===== src/rtl/div_pkg.sv =====
// -----------------------------------------------------------------------------
// div_pkg
// Shared definitions for the sequential integer divider:
//   - FSM state encoding (IDLE, ITER, FIX, DONE)
//   - cond_neg(): conditional two's-complement negation, usable for any
//     operand width up to MAX_W. Callers zero-extend a WIDTH-bit value to
//     MAX_W bits and keep the low WIDTH bits of the result. Those low bits
//     are the WIDTH-bit negation, so the helper serves as both |x| and -x.
// -----------------------------------------------------------------------------
package div_pkg;

    localparam logic [1:0] IDLE = 2'd0;
    localparam logic [1:0] ITER = 2'd1;
    localparam logic [1:0] FIX  = 2'd2;
    localparam logic [1:0] DONE = 2'd3;

    localparam int MAX_W = 32;

    function automatic logic [MAX_W-1:0] cond_neg(input logic [MAX_W-1:0] value,
                                                  input logic             negate);
        logic [MAX_W-1:0] result;
        if (negate) begin
            result = ~value + {{(MAX_W-1){1'b0}}, 1'b1};
        end else begin
            result = value;
        end
        return result;
    endfunction

endpackage


===== src/rtl/int_divider_seq_if.sv =====
// -----------------------------------------------------------------------------
// int_divider_seq_if
// go/done handshake and operand/result bundle of the sequential divider.
//   master : drives go, signed_mode, dividend, divisor; observes results
//   slave  : the divider itself
// Signals:
//   go          start request (sampled only when the divider can accept)
//   signed_mode 1 = two's-complement operands, sampled with go
//   dividend    numerator, sampled with go
//   divisor     denominator, sampled with go
//   quotient    registered result
//   remainder   registered result
//   busy        high from the accepting edge until done falls
//   done        one-cycle pulse, results valid from this cycle
//   error       divide-by-zero flag, valid with done
// -----------------------------------------------------------------------------
interface int_divider_seq_if #(
    parameter int WIDTH = 8
);
    logic             go;
    logic             signed_mode;
    logic [WIDTH-1:0] dividend;
    logic [WIDTH-1:0] divisor;
    logic [WIDTH-1:0] quotient;
    logic [WIDTH-1:0] remainder;
    logic             busy;
    logic             done;
    logic             error;

    modport master (
        output go, signed_mode, dividend, divisor,
        input  quotient, remainder, busy, done, error
    );

    modport slave (
        input  go, signed_mode, dividend, divisor,
        output quotient, remainder, busy, done, error
    );
endinterface


===== src/rtl/div_step.sv =====
// -----------------------------------------------------------------------------
// div_step
// One combinational restoring shift-subtract stage.
//   r_in  : partial remainder R (WIDTH+1 bits)
//   x_msb : next dividend bit shifted into R
//   y     : divisor magnitude
//   r_out : next partial remainder
//   q_bit : quotient bit produced by this stage
// Kept separate so that several stages can be chained for a higher radix.
// -----------------------------------------------------------------------------
module div_step #(
    parameter int WIDTH = 8
) (
    input  logic [WIDTH:0]   r_in,
    input  logic             x_msb,
    input  logic [WIDTH-1:0] y,
    output logic [WIDTH:0]   r_out,
    output logic             q_bit
);

    logic [WIDTH:0] t_s;
    logic [WIDTH:0] y_ext_s;
    logic           ge_s;
    logic           r_msb_unused_s;

    // R never exceeds Y-1 between stages, so its top bit carries no information
    // into the shifted trial value.
    assign r_msb_unused_s = r_in[WIDTH];

    // Trial subtract: shift the next dividend bit in and compare against Y.
    always_comb begin
        t_s     = {r_in[WIDTH-1:0], x_msb};
        y_ext_s = {1'b0, y};
        ge_s    = (t_s >= y_ext_s);
        if (ge_s) begin
            r_out = t_s - y_ext_s;
        end else begin
            r_out = t_s;
        end
        q_bit = ge_s;
    end

endmodule


===== src/rtl/int_divider_seq.sv =====
// -----------------------------------------------------------------------------
// int_divider_seq
// Sequential WIDTH-bit integer divider, restoring algorithm, one quotient bit
// per clock. Unsigned or two's-complement signed operands; divide-by-zero is
// reported through error with quotient = all ones and remainder = dividend.
// Ports:
//   clk   rising-edge clock
//   rst_n asynchronous active-low reset; aborts any operation in flight
//   bus   int_divider_seq_if.slave (go/done handshake, operands, results)
// Latency: WIDTH+1 cycles from the accepting edge to done, 1 cycle for a zero
// divisor. A new go is accepted in IDLE and on the DONE cycle (back-to-back).
// -----------------------------------------------------------------------------
module int_divider_seq
    import div_pkg::*;
#(
    parameter int WIDTH = 8
) (
    input  logic                 clk,
    input  logic                 rst_n,
    int_divider_seq_if.slave     bus
);

    localparam int CNT_W = $clog2(WIDTH + 1);

    logic [1:0]       state_r;
    logic [CNT_W-1:0] cnt_r;
    logic [WIDTH-1:0] x_r;
    logic [WIDTH-1:0] y_r;
    logic [WIDTH:0]   r_r;
    logic             q_neg_r;
    logic             r_neg_r;
    logic             dz_r;
    logic [WIDTH-1:0] quotient_r;
    logic [WIDTH-1:0] remainder_r;
    logic             busy_r;
    logic             done_r;
    logic             error_r;

    logic             dvd_neg_s;
    logic             dvs_neg_s;
    logic [WIDTH-1:0] dvd_abs_s;
    logic [WIDTH-1:0] dvs_abs_s;
    logic             dvs_zero_s;
    logic             accept_s;
    logic [WIDTH-1:0] q_fix_s;
    logic [WIDTH-1:0] r_fix_s;
    logic [WIDTH:0]   r_next_s;
    logic             q_bit_s;

    div_step #(.WIDTH(WIDTH)) u_step (
        .r_in  (r_r),
        .x_msb (x_r[WIDTH-1]),
        .y     (y_r),
        .r_out (r_next_s),
        .q_bit (q_bit_s)
    );

    // Operand magnitudes, start condition and sign-corrected final results.
    // The magnitude of the most-negative operand fits in WIDTH unsigned bits.
    always_comb begin
        dvd_neg_s  = bus.signed_mode & bus.dividend[WIDTH-1];
        dvs_neg_s  = bus.signed_mode & bus.divisor[WIDTH-1];
        dvd_abs_s  = WIDTH'(cond_neg(MAX_W'(bus.dividend), dvd_neg_s));
        dvs_abs_s  = WIDTH'(cond_neg(MAX_W'(bus.divisor), dvs_neg_s));
        dvs_zero_s = (bus.divisor == {WIDTH{1'b0}});
        accept_s   = bus.go & ((state_r == IDLE) | (state_r == DONE));
        q_fix_s    = WIDTH'(cond_neg(MAX_W'(x_r), q_neg_r));
        r_fix_s    = WIDTH'(cond_neg(MAX_W'(r_r[WIDTH-1:0]), r_neg_r));
    end

    // FSM, iteration counter, shift registers and result registers.
    always_ff @(posedge clk or negedge rst_n) begin
        if (!rst_n) begin
            state_r     <= IDLE;
            cnt_r       <= {CNT_W{1'b0}};
            x_r         <= {WIDTH{1'b0}};
            y_r         <= {WIDTH{1'b0}};
            r_r         <= {(WIDTH+1){1'b0}};
            q_neg_r     <= 1'b0;
            r_neg_r     <= 1'b0;
            dz_r        <= 1'b0;
            quotient_r  <= {WIDTH{1'b0}};
            remainder_r <= {WIDTH{1'b0}};
            busy_r      <= 1'b0;
            done_r      <= 1'b0;
            error_r     <= 1'b0;
        end else begin
            done_r <= 1'b0;
            if (accept_s) begin
                busy_r <= 1'b1;
                r_r    <= {(WIDTH+1){1'b0}};
                cnt_r  <= CNT_W'(WIDTH);
                if (dvs_zero_s) begin
                    // Zero divisor skips ITER but still passes through FIX so
                    // that done lands exactly one edge after go.
                    dz_r    <= 1'b1;
                    x_r     <= bus.dividend;
                    y_r     <= bus.divisor;
                    q_neg_r <= 1'b0;
                    r_neg_r <= 1'b0;
                    state_r <= FIX;
                end else begin
                    dz_r    <= 1'b0;
                    x_r     <= dvd_abs_s;
                    y_r     <= dvs_abs_s;
                    q_neg_r <= dvd_neg_s ^ dvs_neg_s;
                    r_neg_r <= dvd_neg_s;
                    state_r <= ITER;
                end
            end else begin
                case (state_r)
                    ITER: begin
                        r_r   <= r_next_s;
                        x_r   <= {x_r[WIDTH-2:0], q_bit_s};
                        cnt_r <= cnt_r - CNT_W'(1);
                        if (cnt_r == CNT_W'(1)) begin
                            state_r <= FIX;
                        end else begin
                            state_r <= ITER;
                        end
                    end
                    FIX: begin
                        if (dz_r) begin
                            quotient_r  <= {WIDTH{1'b1}};
                            remainder_r <= x_r;
                            error_r     <= 1'b1;
                        end else begin
                            quotient_r  <= q_fix_s;
                            remainder_r <= r_fix_s;
                            error_r     <= 1'b0;
                        end
                        done_r  <= 1'b1;
                        state_r <= DONE;
                    end
                    DONE: begin
                        busy_r  <= 1'b0;
                        state_r <= IDLE;
                    end
                    IDLE: begin
                        state_r <= IDLE;
                    end
                    default: begin
                        busy_r  <= 1'b0;
                        state_r <= IDLE;
                    end
                endcase
            end
        end
    end

    assign bus.quotient  = quotient_r;
    assign bus.remainder = remainder_r;
    assign bus.busy      = busy_r;
    assign bus.done      = done_r;
    assign bus.error     = error_r;

endmodule


===== src/flat_wrapper.sv =====
// flat-port wrapper written by rule: the top's interface ports become plain ports
module int_divider_seq_flat import div_pkg::*;
#(
    parameter int WIDTH = 8
)
  (clk, rst_n, bus_go, bus_signed_mode, bus_dividend, bus_divisor, bus_quotient, bus_remainder, bus_busy, bus_done, bus_error);
  int_divider_seq_if #(.WIDTH(WIDTH)) bus_i ();
  input  logic clk;
  input  logic rst_n;
  input wire logic [$bits(bus_i.go)-1:0] bus_go;
  input wire logic [$bits(bus_i.signed_mode)-1:0] bus_signed_mode;
  input wire logic [$bits(bus_i.dividend)-1:0] bus_dividend;
  input wire logic [$bits(bus_i.divisor)-1:0] bus_divisor;
  output wire logic [$bits(bus_i.quotient)-1:0] bus_quotient;
  output wire logic [$bits(bus_i.remainder)-1:0] bus_remainder;
  output wire logic [$bits(bus_i.busy)-1:0] bus_busy;
  output wire logic [$bits(bus_i.done)-1:0] bus_done;
  output wire logic [$bits(bus_i.error)-1:0] bus_error;
  assign bus_i.go = bus_go;
  assign bus_i.signed_mode = bus_signed_mode;
  assign bus_i.dividend = bus_dividend;
  assign bus_i.divisor = bus_divisor;
  assign bus_quotient = bus_i.quotient;
  assign bus_remainder = bus_i.remainder;
  assign bus_busy = bus_i.busy;
  assign bus_done = bus_i.done;
  assign bus_error = bus_i.error;
  int_divider_seq #(.WIDTH(WIDTH)) u_core (.clk(clk), .rst_n(rst_n), .bus(bus_i));
endmodule

===== config.mk =====
export PLATFORM = sky130hd
export DESIGN_NAME = int_divider_seq_flat
export DESIGN_NICKNAME = d
export VERILOG_FILES = /design/src/rtl/div_pkg.sv /design/src/rtl/int_divider_seq_if.sv /design/src/rtl/div_step.sv /design/src/rtl/int_divider_seq.sv /design/src/flat_wrapper.sv
export SDC_FILE = /design/constraint.sdc
export NUM_CORES = 1
export LEC_CHECK = 0
export ABC_AREA = 1
export BUFFER_PORTS_ARGS = -buffer_cell sky130_fd_sc_hd__clkbuf_2
export CORE_MARGIN = 5
export CORE_UTILIZATION = 40
export CTS_CLUSTER_DIAMETER = 80
export DETAILED_ROUTE_END_ITERATION = 8
export PLACE_DENSITY = 0.55
export SLEW_MARGIN = 20
export SYNTH_ARGS = -nofsm -noshare
export SYNTH_HDL_FRONTEND = slang
export SYNTH_HIERARCHICAL = 1
export SYNTH_SLANG_ARGS = --single-unit

===== constraint.sdc =====
create_clock -name clk -period 3.3 [get_ports clk]
set_input_delay 0.165 -clock clk [delete_from_list [all_inputs] [get_ports clk]]
set_output_delay 0.165 -clock clk [all_outputs]
set_load 0.02 [all_outputs]

# Yosys cells after proc, flatten, opt, wreduce, memory -nomap -nowiden
# Cells that the tools add are included.
dict set report classes {
  n_addsub 6
  mux 27
  n_eq_ne 4
  n_bitwise 10
  n_reduce_logical 6
  magnitude_cmp 1
}
# cell n
set op_table {}
lappend op_table {{8-bit 2-to-1 mux} 13}
lappend op_table {{8-bit by 1-bit adder with 8-bit output, second input constant} 4}
lappend op_table {{8-bit inverter} 4}
lappend op_table {{9-bit by 8-bit >= comparator with 1-bit output} 1}
lappend op_table {{8-bit zero test} 1}
lappend op_table {{1-bit 2-to-1 mux} 8}
lappend op_table {{4-bit 2-to-1 mux} 2}
lappend op_table {{8-bit subtractor} 1}
lappend op_table {{2-bit 2-to-1 mux} 3}
lappend op_table {{2-bit one-hot mux with 3 select lines} 1}
lappend op_table {{2-bit equality test, second input constant} 2}
lappend op_table {{4-bit by 1-bit equality test with 1-bit output, second input constant} 1}
lappend op_table {{2-bit nonzero test} 2}
lappend op_table {{4-bit by 1-bit subtractor with 4-bit output, second input constant} 1}
lappend op_table {{1-bit AND} 3}
lappend op_table {{2-bit by 1-bit equality test with 1-bit output, second input constant} 1}
lappend op_table {{2-bit zero test} 1}
lappend op_table {{2-bit AND reduction} 1}
lappend op_table {{2-bit OR reduction} 1}
lappend op_table {{1-bit inverter} 1}
lappend op_table {{1-bit bitwise OR} 1}
lappend op_table {{1-bit XOR} 1}
dict set report totals {
  ff_bits 52
  in_bits 20
  wordCells 67
}

# Depth between registers and ports, before layout
# Gate-level depths: netlist of the first run.
dict set report logic_depth {
  word_depth 5
  mapped_depth 14
  mapped_depth_nobuf 14
}

# By module
# The synthesis of the first run kept the hierarchy.
# module instances cells_per_inst seq_area_each_um2 area_each_um2
set by_module_without_submodules {}
lappend by_module_without_submodules {int_divider_seq 1 385 1326.3 2959.1}
lappend by_module_without_submodules {div_step 1 131 0.0 700.7}

# Worst setup path after synthesis of the first run
# No wires, ideal clock.
dict set report synth_timing {
  kind {reg-to-reg}
  from {register u_core.r_r[5]}
  to {register u_core.x_r[0]}
  t_arrival_ps 1577
  synth_period_minus_slack_ps 1702
  stages_incl_launch_ff 10
  path_slack_ps 1598
  path_cell_list {dfrtp_1 ha_1 nand2_1 nand2_1 a21oi_4 nand4_4 nand2_1 nand2_1 o21ai_0 o21ai_1}
}
dict set report synth_between {
  elab_chain_len 3
}
# element line
set synth_lines {}
lappend synth_lines {{start, declared} int_divider_seq.sv:29} ;# logic [WIDTH:0] r_r;
lappend synth_lines {{start signal, assigned} int_divider_seq.sv:78} ;# r_r <= {(WIDTH+1){1'b0}};
lappend synth_lines {{start signal, assigned} int_divider_seq.sv:91} ;# r_r <= {(WIDTH+1){1'b0}};
lappend synth_lines {{start signal, assigned} int_divider_seq.sv:113} ;# r_r <= r_next_s;
lappend synth_lines {{9-bit by 8-bit >= comparator with 1-bit output} div_step.sv:34} ;# ge_s = (t_s >= y_ext_s);
lappend synth_lines {{named net u_core.q_bit_s} int_divider_seq.sv:48} ;# logic q_bit_s;
lappend synth_lines {{8-bit 2-to-1 mux} int_divider_seq.sv:111} ;# case (state_r)
lappend synth_lines {{8-bit 2-to-1 mux} int_divider_seq.sv:89} ;# if (accept_s) begin
lappend synth_lines {{end signal, assigned} int_divider_seq.sv:97} ;# x_r <= bus.dividend;
lappend synth_lines {{end signal, assigned} int_divider_seq.sv:104} ;# x_r <= dvd_abs_s;
lappend synth_lines {{end signal, assigned} int_divider_seq.sv:114} ;# x_r <= {x_r[WIDTH-2:0], q_bit_s};
lappend synth_lines {{end, declared} int_divider_seq.sv:27} ;# logic [WIDTH-1:0] x_r;
# The timed path passes the listed nets, and every way through them passes these cells. The select of a mux whose other input is x is not followed.
# A chain may end at the register's enable or synchronous reset.

# Worst setup path in the final report of the first run
dict set report layout_timing {
  from {register u_core.state_r[0]}
  to {register u_core.quotient_r[2], in the netlist u_core/bus.quotient[2]}
}
dict set report layout_between {
  elab_chain_len 5
  elab_cells_between_ends 7
}
# element line
set layout_lines {}
lappend layout_lines {{start, declared} int_divider_seq.sv:25} ;# logic [1:0] state_r;
lappend layout_lines {{start signal, assigned} int_divider_seq.sv:74} ;# state_r <= IDLE;
lappend layout_lines {{start signal, assigned} int_divider_seq.sv:101} ;# state_r <= FIX;
lappend layout_lines {{start signal, assigned} int_divider_seq.sv:108} ;# state_r <= ITER;
lappend layout_lines {{2-bit equality test / 2-bit zero test (equally long branches)} int_divider_seq.sv:66} ;# accept_s = bus.go & ((state_r == IDLE) | (state_r == DONE));
lappend layout_lines {{1-bit bitwise OR} int_divider_seq.sv:66}
lappend layout_lines {{1-bit AND} int_divider_seq.sv:66}
lappend layout_lines {{1-bit inverter (no line)} -}
lappend layout_lines {{2-bit AND reduction (no line) *} -}
lappend layout_lines {{end signal, assigned} int_divider_seq.sv:82} ;# quotient_r <= {WIDTH{1'b0}};
lappend layout_lines {{end signal, assigned} int_divider_seq.sv:124} ;# quotient_r <= {WIDTH{1'b1}};
lappend layout_lines {{end signal, assigned} int_divider_seq.sv:128} ;# quotient_r <= q_fix_s;
lappend layout_lines {{end, declared} int_divider_seq.sv:33} ;# logic [WIDTH-1:0] quotient_r;
# Mark *: on every way between the ends. The rest lies on a longest branch, timed or not.

==> results of run 1 <==
==> what timing repair did <==
| item | in CTS | in global routing |
|---|---|---|
| hold buffers | 1 | 0 |
| gates resized for setup | 0 | 0 |
| endpoints found under the hold margin | 16 | 0 |
| setup endpoints to repair | 0 | 0 |
==> cell type report <==
class,instances,area (um2)
Inverter,77,292.8
Sequential cell,52,1301
Tap cell,108,135.1
Fill cell,905,4756
Clock buffer,5,68.82
Timing Repair Buffer,41,215.2
Clock inverter,3,46.29
Multi-Input combinational cell,358,1906
==> stage by stage <==
stage | utilization | power (uW) | worst slack, ns | cell area (um2) | hold slack, ns
after global placement | 0.4403 | 3518 | 1.375 | 3840 | 0.3405
after detailed placement | 0.4403 | 3534 | 1.271 | 3840 | 0.3424
after global routing | 0.4547 | 4425 | 1.049 | 3965 | 0.1359
after CTS | 0.4547 | 4007 | 1.262 | 3965 | 0.1281
final | 0.4547 | 3967 | 1.291 | 3965 | 0.1359
after floorplan | - | 2942 | 1.608 | 3578 | -0.1306
==> power groups by stage <==
stage          logic (uW)  registers [uW]  clock network (uW)
2_1_floorplan        1720            1220                   0
3_3_place_gp         2340            1180                   0
3_5_place_dp         2350            1180                   0
4_1_cts              2360            1170                 475
5_1_grt              2710            1220                 497
6_report             2340            1170                 460
==> sequential cells by signal, indices dropped and copies added (netlist names), 2 cells and up <==
register              cells
u_core/state_r            2
u_core/bus.quotient       8
u_core/cnt_r              4
u_core/y_r                8
u_core/x_r                8
u_core/r_r                8
u_core/bus.remainder      8
==> how the worst max path moves through the flow <==
stage / startpoint / endpoint / cells past startpoint
2_1_floorplan: u_core/r_r[5]$_DFFE_PN0P_ / u_core/x_r[0]$_DFFE_PN0P_ / 9
3_5_place_dp: u_core/state_r[0]$_DFF_PN0_ / u_core/bus.quotient[7]$_DFFE_PN0P_ / 7
6_report: u_core/state_r[0]$_DFF_PN0_ / u_core/bus.quotient[2]$_DFFE_PN0P_ / 7
4_1_cts: u_core/state_r[0]$_DFF_PN0_ / u_core/bus.quotient[2]$_DFFE_PN0P_ / 7
5_1_grt: u_core/state_r[0]$_DFF_PN0_ / u_core/bus.quotient[2]$_DFFE_PN0P_ / 7
3_3_place_gp: u_core/state_r[0]$_DFF_PN0_ / u_core/bus.quotient[2]$_DFFE_PN0P_ / 7
==> critical path: stages (launching register included) <==
cell and delay, ns:
dfrtp_1 0.41, inv_1 0.07, ha_1 0.51, inv_1 0.36
nor2_4 0.31, nand2_1 0.09, o22ai_1 0.11, inv_1 0.06
==> routing by layer <==
layer	GRT usage	vias to the layer above	share of wire
met4	0.04201	0	0.013
met1	0.2390	1450	0.49
li1	-	1675	-
met2	0.2706	62	0.47
met3	0.01911	6	0.033
met5	0	-	0
==> results.yml, run 1 <==
run_status:
  status: "finished clean"
cells_and_area:
  synthToLayoutAreaGrowth_pct: 10.80
  fin_cells: 644
  layout_commonest_cell: "nand2_1"
  final_cell_mix: "nand2_1 (146), inv_1 (69), dfrtp_1 (52), nand3_1 (39), clkbuf_2 (38)"
  insertedDiodeCount: 0
  fin_nets: 573
  drive_gt1_frac: 0.1418
detailed_routing:
  wirelength_um: 8727
  drc: 0
  vias_per_cell: 4.958
  drtAntennaViolNets: 0
  vias: 3193
  wire_per_inst_um: 13.55
  drtIter0Drc: 131
  firstDrtPassIters: 5
setup_path:
  cp_max_fo: 17
  cp_data_required_time_ns: 3.51
  endpoint_kind: "flop"
  r2r_end: "u_core/bus.quotient[2]$_DFFE_PN0P_"
  rr_worst_depth: 7
  regToRegSetupSlack_ns: 1.29
  critPathLaunchType: "flop"
  cp.arrival_ns: 2.22
  path_class: "reg2reg"
  rr_startpoint: "u_core/state_r[0]$_DFF_PN0_"
timing:
  slew_viol_final: 0
  worst_slew_pin_slew_ns: 0.8932
  finalSetupViolCount: 0
  post-route-min-period_ns: 2.009
  period_share: 0.6089
  setup-tns-final_ns: 0
  fin_skew_ns: 0.01220
  max_slew_margin: 0.4045
  hold_viol: 0
  rsz0062_at_grt: "no"
  clock.fmax_mhz: 497.7
placement:
  dp_hpwl_um: 6784
  portBuffers: 38
  place_inst: 635
  place.gp.congestion: 0.8748
clock_network:
  cts_made_buffers: 5
  cts_root_buffer: "clkbuf_8"
  clock_sinks: 52
  ctsHtreeMaxLevel: 2
  clk_latency_ns: 0.32
  cts.path.max_buffers: 2
  cts_setup_buffers: 0
  cts_tree: "built"
  clkSlewWorstSetupHoldPaths_ns: 0.10
global_route:
  antenna_found_initial: 0
  grt_pass1_vias: 3225
  grt_max_degree: 37
  grtUsageTotal: 0.1671
  grt_pass1_wl_um: 15290
  grt_remaining_overflow: 0
power_and_ir_drop:
  p_per_area_nw_per_um2: 1000
  switching_power_uw: 2004
  p_leak_uw: 0.002105
  pwr-share-comb: 0.589
  ir_drop_v: 0.0003389
  switching_share: 0.5051
  pwr-share-seq: 0.295
  p_int_uw: 1963
  clockPowerShare: 0.116
worst_hold_path:
  hold_class: "in2reg"
  worstHoldStart: "bus_divisor[7]"
  holdPathEnd: "u_core/y_r[7]$_DFFE_PN0P_"
  min_path_cells: 3
logic_synthesis:
  syn-mean-instance-area_um2: 7.143
  synthCells: 501
  ys_warn_count: 6
  synth_nets: 539
  synth.cell_area_um2: 3578
flow_run:
  cap_violations: 0
floorplanning:
  die-area_um2: 10940
  die_h_um: 104.6
  num_io_pins: 39
  initial_utilization: 0.4103
  std_cell_rows: 34
  core_um2: 8721
  die_x_um: 104.6
Note: power is estimated with default switching activity, not from simulation.
==> inputs of run 2 (changes only) <==
ABC_AREA = 0   (was 1)
clock period = 2 ns   (was 3.3 ns; I/O delays follow)
==> results.yml, run 2 <==
global_route:
  grt_max_degree: 32
  grt_remaining_overflow: 0
  grtUsageTotal: 0.1598
  busiest_layer: "met2"
  use_met2: 0.2606
  antenna_found_initial: 0
  grt_pass1_vias: 2712
  grtUsageMet1: 0.2277
  grt_pass1_wl_um: 13080
  use_met3: 0.02145
power_and_ir_drop:
  p_per_area_nw_per_um2: 1837
  ir_drop_v: 0.0005503
  pwr-share-seq: 0.260
  clockPowerShare: 0.087
  switching_power_uw: 3317
  pwr-share-comb: 0.653
  switching_share: 0.4387
  p_leak_uw: 0.001928
  p_int_uw: 4244
timing:
  period_share: 1.087
  slew_viol_final: 0
  clock.fmax_mhz: 460.1
  finalSetupViolCount: 9
  rsz0062_at_grt: "yes"
  setup-tns-final_ns: -1.049
  worst_slew_pin_slew_ns: 0.4860
  post-route-min-period_ns: 2.173
  fin_skew_ns: 0.006619
  hold_viol: 0
  setup_slack_ns: -0.1733
  max_slew_margin: 0.6760
floorplanning:
  die-area_um2: 10210
  die_x_um: 101.1
  die_h_um: 101.1
  num_io_pins: 39
  std_cell_rows: 33
  initial_utilization: 0.4078
  core_um2: 8134
cells_and_area:
  ff_latch_area_um2: 1304
  fin_nets: 473
  layout_commonest_cell: "dfrtp_1"
  drive_gt1_frac: 0.2798
  insertedDiodeCount: 0
  synthToLayoutAreaGrowth_pct: 24.10
  stdcell_area_um2: 4116
  multi_input_area_um2: 1933
  fill_cells: 806
  final_cell_mix: "dfrtp_1 (50), clkbuf_2 (38), buf_4 (37), inv_1 (34), nor2_1 (33)"
  fin_cells: 541
clock_network:
  clk_latency_ns: 0.31
  cts_made_buffers: 5
  cts_tree: "built"
  clkSlewWorstSetupHoldPaths_ns: 0.10
  clock_sinks: 52
  cts.path.max_buffers: 2
  ctsHtreeMaxLevel: 2
  cts_root_buffer: "clkbuf_8"
setup_path:
  cp_max_fo: 5
  r2r_end: "u_core/r_r[3]$_DFFE_PN0P_"
  cp.arrival_ns: 2.38
  path_class: "reg2reg"
  rr_startpoint: "u_core/y_r[7]$_DFFE_PN0P_"
  cp_cell_sequence: "inv_1, ha_1, and3_4, a211o_1, or2_4, mux2_4, mux2i_1, nor2_1"
  rr_worst_depth: 8
  critPathLaunchType: "flop"
  endpoint_kind: "flop"
  slowest_delay_ns: 0.37
  regToRegSetupSlack_ns: -0.17
  cp_data_required_time_ns: 2.21
  crit_slowest_cell: "dfrtp_1"
worst_hold_path:
  min_path_cells: 3
  holdPathEnd: "u_core/y_r[7]$_DFFE_PN0P_"
  worstHoldStart: "bus_divisor[7]"
  hold_class: "in2reg"
run_status:
  status: "complete, but fails checks"
  failed_checks: "negative setup slack"
detailed_routing:
  wire_per_inst_um: 14.72
  vias: 2757
  drtIter0Drc: 95
  firstDrtPassIters: 4
  vias_per_cell: 5.096
  drc: 0
  wirelength_um: 7963
  drtAntennaViolNets: 0
flow_run:
  cap_violations: 0
placement:
  dp_hpwl_um: 6057
  portBuffers: 38
  place_ws_ns: -0.2219
  place_inst: 528
  place.gp.congestion: 0.8639
  dpl_cell_area_um2: 3894
logic_synthesis:
  synth_nets: 402
  syn-mean-instance-area_um2: 9.112
  ys_warn_count: 6
  synthCells: 364
  synth.cell_area_um2: 3317
[run 2: power by group through the flow]
stage,combinational (uW),clock (uW),sequential (uW)
final,4940,659,1960
after global routing,5450,712,2030
after CTS,4650,676,1960
after detailed placement,4460,0,1990
after global placement,4430,0,1970
after floorplan,2900,0,2130
[run 2: metal layers]
metal | vias up | wire length [um]
li1 | 1406 | -
met2 | 47 | 3687
met1 | 1302 | 3912
met3 | 2 | 326
met5 | - | 0
met4 | 0 | 36
[run 2: worst max path at each step]
stage                                           end                      start  slack, ns
after floorplan           u_core/r_r[3]$_DFFE_PN0P_  u_core/r_r[4]$_DFFE_PN0P_      -0.24
after CTS                 u_core/r_r[3]$_DFFE_PN0P_  u_core/y_r[4]$_DFFE_PN0P_      -0.14
final                     u_core/r_r[3]$_DFFE_PN0P_  u_core/y_r[7]$_DFFE_PN0P_      -0.17
after global placement    u_core/r_r[3]$_DFFE_PN0P_  u_core/r_r[2]$_DFFE_PN0P_      -0.18
after detailed placement  u_core/r_r[4]$_DFFE_PN0P_  u_core/y_r[4]$_DFFE_PN0P_      -0.22
after global routing      u_core/r_r[3]$_DFFE_PN0P_  u_core/y_r[7]$_DFFE_PN0P_      -0.24
[run 2: what timing repair did]
| item | in CTS | in global routing |
|---|---|---|
| endpoints found under the hold margin | 16 | 0 |
| buffers inserted | 3 | 2 |
| pin swaps | 5 | 10 |
| gates resized for setup | 7 | 16 |
| hold buffers | 1 | 0 |
| setup endpoints to repair | 9 | 9 |
[run 2: critical path, delay by kind of cell, from the launching register on]
kind	cells	cell delay (ns)
flops	1	0.37
simple gates	3	0.55
buf+inv	1	0.05
mux	2	0.44
compound gates	1	0.32
fa+ha+maj	1	0.34
[run 2: cell type report]
cell class / instances / share of cell area
Clock buffer: 6 / 0.02006
Clock inverter: 2 / 0.003343
Inverter: 35 / 0.03191
Multi-Input combinational cell: 262 / 0.4696
Sequential cell: 52 / 0.3167
Tap cell: 105 / 0.03191
Timing Repair Buffer: 79 / 0.1264
[run 2: stage by stage]
| step | hold WS [ns] | utilization | total power [uW] |
|---|---|---|---|
| after CTS | 0.07129 | 0.4965 | 7287 |
| final | 0.07069 | 0.5061 | 7561 |
| after floorplan | -0.1956 | - | 5027 |
| after global routing | 0.09301 | 0.5061 | 8192 |
| after global placement | 0.09689 | 0.4787 | 6399 |
| after detailed placement | 0.08820 | 0.4787 | 6453 |
